<file path="src/rtl/clock_run_controller.sv">
// Run/halt/single-step controller that drives the clock generator's enable.
// Also keeps a free-running count of enabled cycles.
module clock_run_controller #(
    parameter int unsigned COUNT_WIDTH = 32,
    parameter int unsigned STEP_WIDTH  = 16
) (
    input  logic                   i_clk,
    input  logic                   i_reset,
    input  logic                   i_start,
    input  logic                   i_stop,
    input  logic                   i_step_req,
    input  logic [STEP_WIDTH-1:0]  i_step_cycles,
    input  logic                   i_halt,
    output logic                   o_clk_enable,
    output logic                   o_done,
    output logic                   o_halted,
    output logic [STEP_WIDTH-1:0]  o_step_remaining,
    output logic [COUNT_WIDTH-1:0] o_cycle_count
);

    typedef enum logic [1:0] {StIdle, StRun, StStep, StHalted} state_e;

    state_e                 r_state;
    state_e                 w_state_d;
    logic [STEP_WIDTH-1:0]  r_remaining;
    logic [STEP_WIDTH-1:0]  w_remaining_d;
    logic                   w_done_d;
    logic                   r_done;
    logic                   r_clk_enable;
    logic                   r_halted;
    logic [COUNT_WIDTH-1:0] r_count;
    logic                   w_step_ok;

    assign w_step_ok = i_step_req && (i_step_cycles != '0);

    always_comb begin
        w_state_d     = r_state;
        w_remaining_d = r_remaining;
        w_done_d      = 1'b0;
        unique case (r_state)
            StIdle: begin
                if (i_start) begin
                    w_state_d = StRun;
                end else if (w_step_ok) begin
                    w_state_d     = StStep;
                    w_remaining_d = i_step_cycles;
                end
            end
            StRun: begin
                if (i_halt) begin
                    w_state_d = StHalted;
                    w_done_d  = 1'b1;
                end else if (i_stop) begin
                    w_state_d = StIdle;
                    w_done_d  = 1'b1;
                end
            end
            StStep: begin
                if (i_halt) begin
                    w_state_d     = StHalted;
                    w_done_d      = 1'b1;
                    w_remaining_d = '0;
                end else if (i_stop || (r_remaining == STEP_WIDTH'(1))) begin
                    w_state_d     = StIdle;
                    w_done_d      = 1'b1;
                    w_remaining_d = '0;
                end else begin
                    w_remaining_d = r_remaining - STEP_WIDTH'(1);
                end
            end
            StHalted: begin
                // A held halt masks every request, including stop.
                if (!i_halt) begin
                    if (i_start) begin
                        w_state_d = StRun;
                    end else if (w_step_ok) begin
                        w_state_d     = StStep;
                        w_remaining_d = i_step_cycles;
                    end else if (i_stop) begin
                        w_state_d = StIdle;
                    end
                end
            end
            default: w_state_d = StIdle;
        endcase
    end

    always_ff @(posedge i_clk or posedge i_reset) begin
        if (i_reset) begin
            r_state      <= StIdle;
            r_remaining  <= '0;
            r_done       <= 1'b0;
            r_clk_enable <= 1'b0;
            r_halted     <= 1'b0;
            r_count      <= '0;
        end else begin
            r_state      <= w_state_d;
            r_remaining  <= w_remaining_d;
            r_done       <= w_done_d;
            r_clk_enable <= (w_state_d == StRun) || (w_state_d == StStep);
            r_halted     <= (w_state_d == StHalted);
            if (r_clk_enable) begin
                r_count <= r_count + COUNT_WIDTH'(1);
            end
        end
    end

    assign o_clk_enable     = r_clk_enable;
    assign o_done           = r_done;
    assign o_halted         = r_halted;
    assign o_step_remaining = r_remaining;
    assign o_cycle_count    = r_count;

endmodule

</file>
<file path="config.mk">
export PLATFORM = sky130hd
export DESIGN_NAME = clock_run_controller
export DESIGN_NICKNAME = d
export VERILOG_FILES = /design/src/rtl/clock_run_controller.sv
export SDC_FILE = /design/constraint.sdc
export NUM_CORES = 1
export LEC_CHECK = 0
export CAP_MARGIN = 20
export CORE_ASPECT_RATIO = 0.75
export CORE_UTILIZATION = 25
export CTS_CLUSTER_DIAMETER = 200
export DETAILED_ROUTE_END_ITERATION = 7
export PLACE_DENSITY = 0.48
export SYNTH_ARGS = -nofsm -noshare
export SYNTH_HDL_FRONTEND = slang
export SYNTH_SLANG_ARGS = --single-unit
</file>
<file path="constraint.sdc">
create_clock -name i_clk -period 3.6 [get_ports i_clk]
set_clock_uncertainty 0.2 [all_clocks]
set_input_delay 0.36 -clock i_clk [delete_from_list [all_inputs] [get_ports i_clk]]
set_output_delay 0.36 -clock i_clk [all_outputs]
set_load 0.02 [all_outputs]
</file>
# ---- Word-level counts from Yosys, hierarchy flattened
# Index checks and enable logic that the tools add are counted.
dict set report totals {
  mem_bits_rw 0
  output_inout_bits 51
  memories 0
  inputBits 22
  rom_bits 0
  latch_bits 0
  word_cells 44
  ff_bits 53
}
dict set report classes {
  bitwise_logic 0
  n_eq_ne 8
  n_addsub 2
  multipliers 0
  shift 0
  n_reduce_logical 7
  n_lt_le_gt_ge 0
  div_mod_pow 0
  mux 21
}
# cell count
set op_table {}
lappend op_table {{two-way mux 16 bit} 5}
lappend op_table {{one-hot mux 16 bit (3 select lines)} 1}
lappend op_table {{adder 32 x 1 -> 32 bit, second input constant} 1}
lappend op_table {{two-way mux 2 bit} 9}
lappend op_table {{equality test 16 x 1 -> 1 bit, second input constant} 1}
lappend op_table {{nonzero test 16 bit} 1}
lappend op_table {{subtractor 16 x 1 -> 16 bit, second input constant} 1}
lappend op_table {{equality test 2 bit, second input constant} 4}
lappend op_table {{one-hot mux 2 bit (4 select lines)} 1}
lappend op_table {{equality test 2 x 1 -> 1 bit, second input constant} 2}
lappend op_table {{two-way mux 1 bit} 4}
lappend op_table {{nonzero test 3 bit} 1}
lappend op_table {{logical NOT 2 bit} 1}
lappend op_table {{logical OR 1 bit} 2}
lappend op_table {{!= test 2 bit, second input constant} 1}
lappend op_table {{one-hot mux 1 bit (2 select lines)} 1}
lappend op_table {{AND reduction 2 bit} 1}
lappend op_table {{logical AND 1 bit} 1}

# ---- Longest topological paths before layout
dict set report depth {
  word_depth 8
  mapped_depth 9
  mapped_depth_nobuf 8
}

# ---- Least setup slack after synthesis
# No wires, ideal clock.
dict set report synth_timing {
  kind {register to register}
  from {register r_remaining[1] (netlist: o_step_remaining[1])}
  to {register r_clk_enable (netlist: o_clk_enable)}
  slack_ps 1003
  required_ps 3274
  arrival_time_ps 2271
  setup_time_ps 126
  period_less_slack_ps 2597
  path_stages_with_launch 10
  n_path_buf 1
  cell_sequence {dfrtp_1 > inv_1 > ha_1 > or3b_2 > nor4_4 > buf_4 > a21oi_1 > a211oi_1 > a31oi_1 > ha_1}
}
dict set report synth_between {
  elab_chain_cells 7
  word_cells_on_any_way 8
  cone_classes {3 x eq/ne; 3 x mux; 2 x reduce/logical}
}
# item line
set synth_rtl {}
lappend synth_rtl {{start: declaration} 25} ;# logic [STEP_WIDTH-1:0] r_remaining;
lappend synth_rtl {{start signal: assignment} 98} ;# r_remaining <= w_remaining_d;
lappend synth_rtl {{equality test 16 x 1 -> 1 bit (*)} 63} ;# end else if (i_stop || (r_remaining == STEP_WIDTH'(1))) begin
lappend synth_rtl {{logical OR 1 bit (*)} 63}
lappend synth_rtl {{two-way mux 2 bit (*)} 63}
lappend synth_rtl {{two-way mux 2 bit (*)} 59} ;# if (i_halt) begin
lappend synth_rtl {{one-hot mux 2 bit (4 select lines) (*)} 40} ;# unique case (r_state)
lappend synth_rtl {{via w_state_d[0]} 24} ;# state_e w_state_d;
lappend synth_rtl {{equality test 2 x 1 -> 1 bit or equality test 2 bit (tied branches)} 100} ;# r_clk_enable <= (w_state_d == StRun) || (w_state_d == StStep);
lappend synth_rtl {{logical OR 1 bit (*)} 100}
lappend synth_rtl {{end signal: assignment} 100}
lappend synth_rtl {{end: declaration} 29} ;# logic r_clk_enable;
# The timed path passes the listed nets; every way through them passes the cells marked *.
# A chain may end at the register's enable or synchronous reset.

# ---- Final worst setup path
# Ends and elaborated chain as after synthesis.

==> run summary <==
The run finished, with violations left. The final reports fail on design-rule violations. Excluding fillers, the count of instances in the completed layout stands at 512. The final wirelength is between 7000 and 8000 um.

The worst setup path is captured at a flop. The detailed-route vias per instance is 4.779. Clock tree synthesis selected as its root buffer the cell sky130_fd_sc_hd__clkbuf_16. The number of hold violations in the final report came out at 0. The critical-path maximum fanout is 11. The worst path needs roughly 2.8 ns of the cycle, external delays included. Data arrives at the worst endpoint at 2.81 ns. The routed wirelength normalized by instance count came out at 14.74 um.

The share of the yosys chip area belonging to registers came out at 46.41%. The antenna violation net count after detailed routing is 0. The number of synthesized flops with an enable pin came out at 0. The peak clock frequency supported by timing came out at 0.3532 GHz. The die is 94.59 um tall.

The layout overhead on the synthesized area came out at 36.47%. The power per unit of standard cell area came out at around 670 nW/um^2. The worst-margin pin slew came out at 0.8162 ns. In this run, synthesis produced a sequential element count of 53. The number of pins with negative max-slew slack in the final report is 0.

The number of global-route vias before repair came out at 2232. Measured in cells, the most critical reg-to-reg path has a length of 8. The clock-pin slew reported for the worst setup and hold paths after clock tree synthesis came out at about 0.07 ns. Setup repair after global routing left no endpoint under its margin. The Yosys step of the flow raised 0 warnings. The number of levels the H-tree was split into came out at 2.

The path category of the worst min-delay check is in2async. The number of placed I/O pins is 73. The design draws roughly 2.6 mW. The number of buffers inserted by port buffering came out at 72. The first global-routing pass estimated 12110 um of wire. For the worst-skew pair, the clock arrives at the later sink with an insertion delay of 0.29 ns.

The area of placed instances came out at 3754 sq um. The number of iterations in the first detailed-routing pass is 6. The commonest register cell after synthesis is sky130_fd_sc_hd__dfrtp_1. Summed over all layers, the global routing overflow is 0. Setup violations remaining at the end of the flow were counted as 0.

The number of antenna violations at the first check in global routing is 0. The post-synthesis cell type count is 48. Global routing used between 10% and 20% of the available tracks. The largest net degree at the start of global routing came out at 33. The number of max-cap violations came out at 0. The die area is 11870 sq um. The floorplan die width came out at 125.5 um. TritonCTS built the clock tree. The starting density of the core came out at 25.92%. The final weighted congestion in routability-driven placement is 0.8531.

The average cell area after synthesis came out at 9.687 sq um. When the netlist entered floorplanning its net count stood at 325. The area inside the core boundary is 11020 sq um.

The buffer depth of the longest clock path came out at 2. The worst setup path is launched from a flop. After detailed placement, the design holds a cell count of 504. In this run the core area contains 33 standard-cell rows.

The post-cts gate resize count is 0. The number of clock sinks came out at 53. The finished cells cover 3900 sq um.

At the worst endpoint, the required time is 3.58 ns. Summing every instance area after synthesis gives 2858 sq um. The number of antenna repair diodes came out at 0.

The type of the setup path with the least slack is reg2reg. The static leakage came out at 1.564 nW. Of the cells placed in the final design, the portion with a size suffix greater than 1 is 7.527%. The post-route fraction of the period consumed by the critical path came out at 78.65%. The number of standard cells after synthesis came out at 295. Buffers added to address setup during post-CTS repair amount to 0. Headroom to the max-slew limit came out at 45.53%. Leaving out fill and tap cells, the most frequent cell in the layout is sky130_fd_sc_hd__clkdlybuf4s50_1. Leaving out fill and tap cells, the most frequent cells in the layout are sky130_fd_sc_hd__clkdlybuf4s50_1 (72), sky130_fd_sc_hd__dfrtp_1 (53), sky130_fd_sc_hd__xnor2_1 (26). The estimated wirelength of the detail-placed design came out at 5788 um. The detailed-route via count is 2447. The peak ir drop on the vdd network is about 0.2 mV. The count of routing violations after the opening detailed-route iteration is 158. After routing, the total negative slack on setup checks comes to 0 ns.

Clock tree synthesis inserted a total of 5 buffers. In the synthesized netlist the async set-or-reset flop fraction comes to 100.0%. After the last flow step, the layout net total stands at 401. The share of the core filled with cells in the final layout is roughly 35%.

The number of remaining DRC errors came out at 8. The post-cts hold buffer count came out at 0.
[synthesized netlist by cell type, drive strengths merged, types with 2 or more instances]
cell type	count	area, sq um
or4	3	30.03
dfrtp	53	1326
nand4	14	87.58
or2	2	12.51
and3	3	18.77
xor2	5	43.79
nor2	17	66.32
ha	8	100.1
nand2	25	93.84
a32oi	8	70.07
nand3	10	50.05
xnor2	26	227.7
clkbuf	7	26.28
nor3b	2	20.02
a211oi	5	37.54
inv	26	97.59
a221oi	2	23.77
buf	2	18.77
o21ai	16	80.08
a21oi	14	70.07
o22ai	11	68.82
and4	3	26.28
a22oi	2	15.01
nor3	8	40.04
nor4	8	77.57
[through the flow]
step	hold slack (ns)	setup WS [ns]
final	0.07052	0.7687
after global routing	0.06811	0.4977
after CTS	0.06135	0.7162
after detailed placement	0.2865	0.7110
after global placement	0.2749	0.8511
after floorplan	0.3333	1.003
[area by class of cell]
class / count / area (sq um)
clock buffers: 5 / 125.1
well taps: 140 / 175.2
inverters: 26 / 97.59
fillers: 1107 / 7124
clock inverters: 3 / 21.27
flip-flops and latches: 53 / 1326
repair buffers: 78 / 765.7
multi-input cells: 207 / 1389
[power breakdown]
group	total, mW	internal, mW	switching [mW]
Combinational	1.17	0.519	0.654
Clock	0.479	0.259	0.220
Sequential	0.948	0.748	0.200
Total	2.60	1.53	1.07
[registers in the layout (all words and copies together) (netlist names)]
name / flops
o_halted: 1
o_clk_enable: 1
o_step_remaining: 16
r_state: 2
o_done: 1
o_cycle_count: 32
[per-layer routing]
layer | global-route usage [%] | wire length, um | part of all wire (%)
met5 | 0 | 0 | 0
met1 | 19.81 | 3903 | 52
met3 | 3.059 | 381 | 5.0
met2 | 18.38 | 3226 | 43
met4 | 2.439 | 34 | 0.45
[final timing paths]
path                                          start                 to  slack, ns
worst max-delay path            o_step_remaining[1]       o_clk_enable       0.77
worst min-delay path                        i_reset  o_cycle_count[29]       0.07
min in group i_clk                o_cycle_count[31]  o_cycle_count[31]       0.29
worst min register to register    o_cycle_count[31]  o_cycle_count[31]       0.29
max in group asynchronous                   i_reset         r_state[1]       2.50
worst max register to register  o_step_remaining[1]       o_clk_enable       0.77
[critical path, stage by stage, from the launching register on]
cell and delay [ns]:
sky130_fd_sc_hd__dfrtp_1 0.41, sky130_fd_sc_hd__inv_1 0.12, sky130_fd_sc_hd__ha_1 0.15, sky130_fd_sc_hd__or3b_2 0.52
sky130_fd_sc_hd__nor4_4 0.56, sky130_fd_sc_hd__a21oi_1 0.14, sky130_fd_sc_hd__a211oi_1 0.23, sky130_fd_sc_hd__a31oi_1 0.08
sky130_fd_sc_hd__ha_1 0.31
[cells by family (layout without fill, tap and decap cells)]
logic type               Yosys count  after routing  synth area share, %
flip-flops                        53             53                46.41
AND/OR/NAND/NOR                  100            100                19.70
adder cells (fa/ha/maj)            8              8                3.503
buffers and inverters             35            112                4.991
AO/OA/AOI/OAI                     67             67                15.50
XOR/XNOR                          31             31                9.501
multiplexers                       1              1               0.3940
Note: power is estimated with default switching activity, not from simulation.
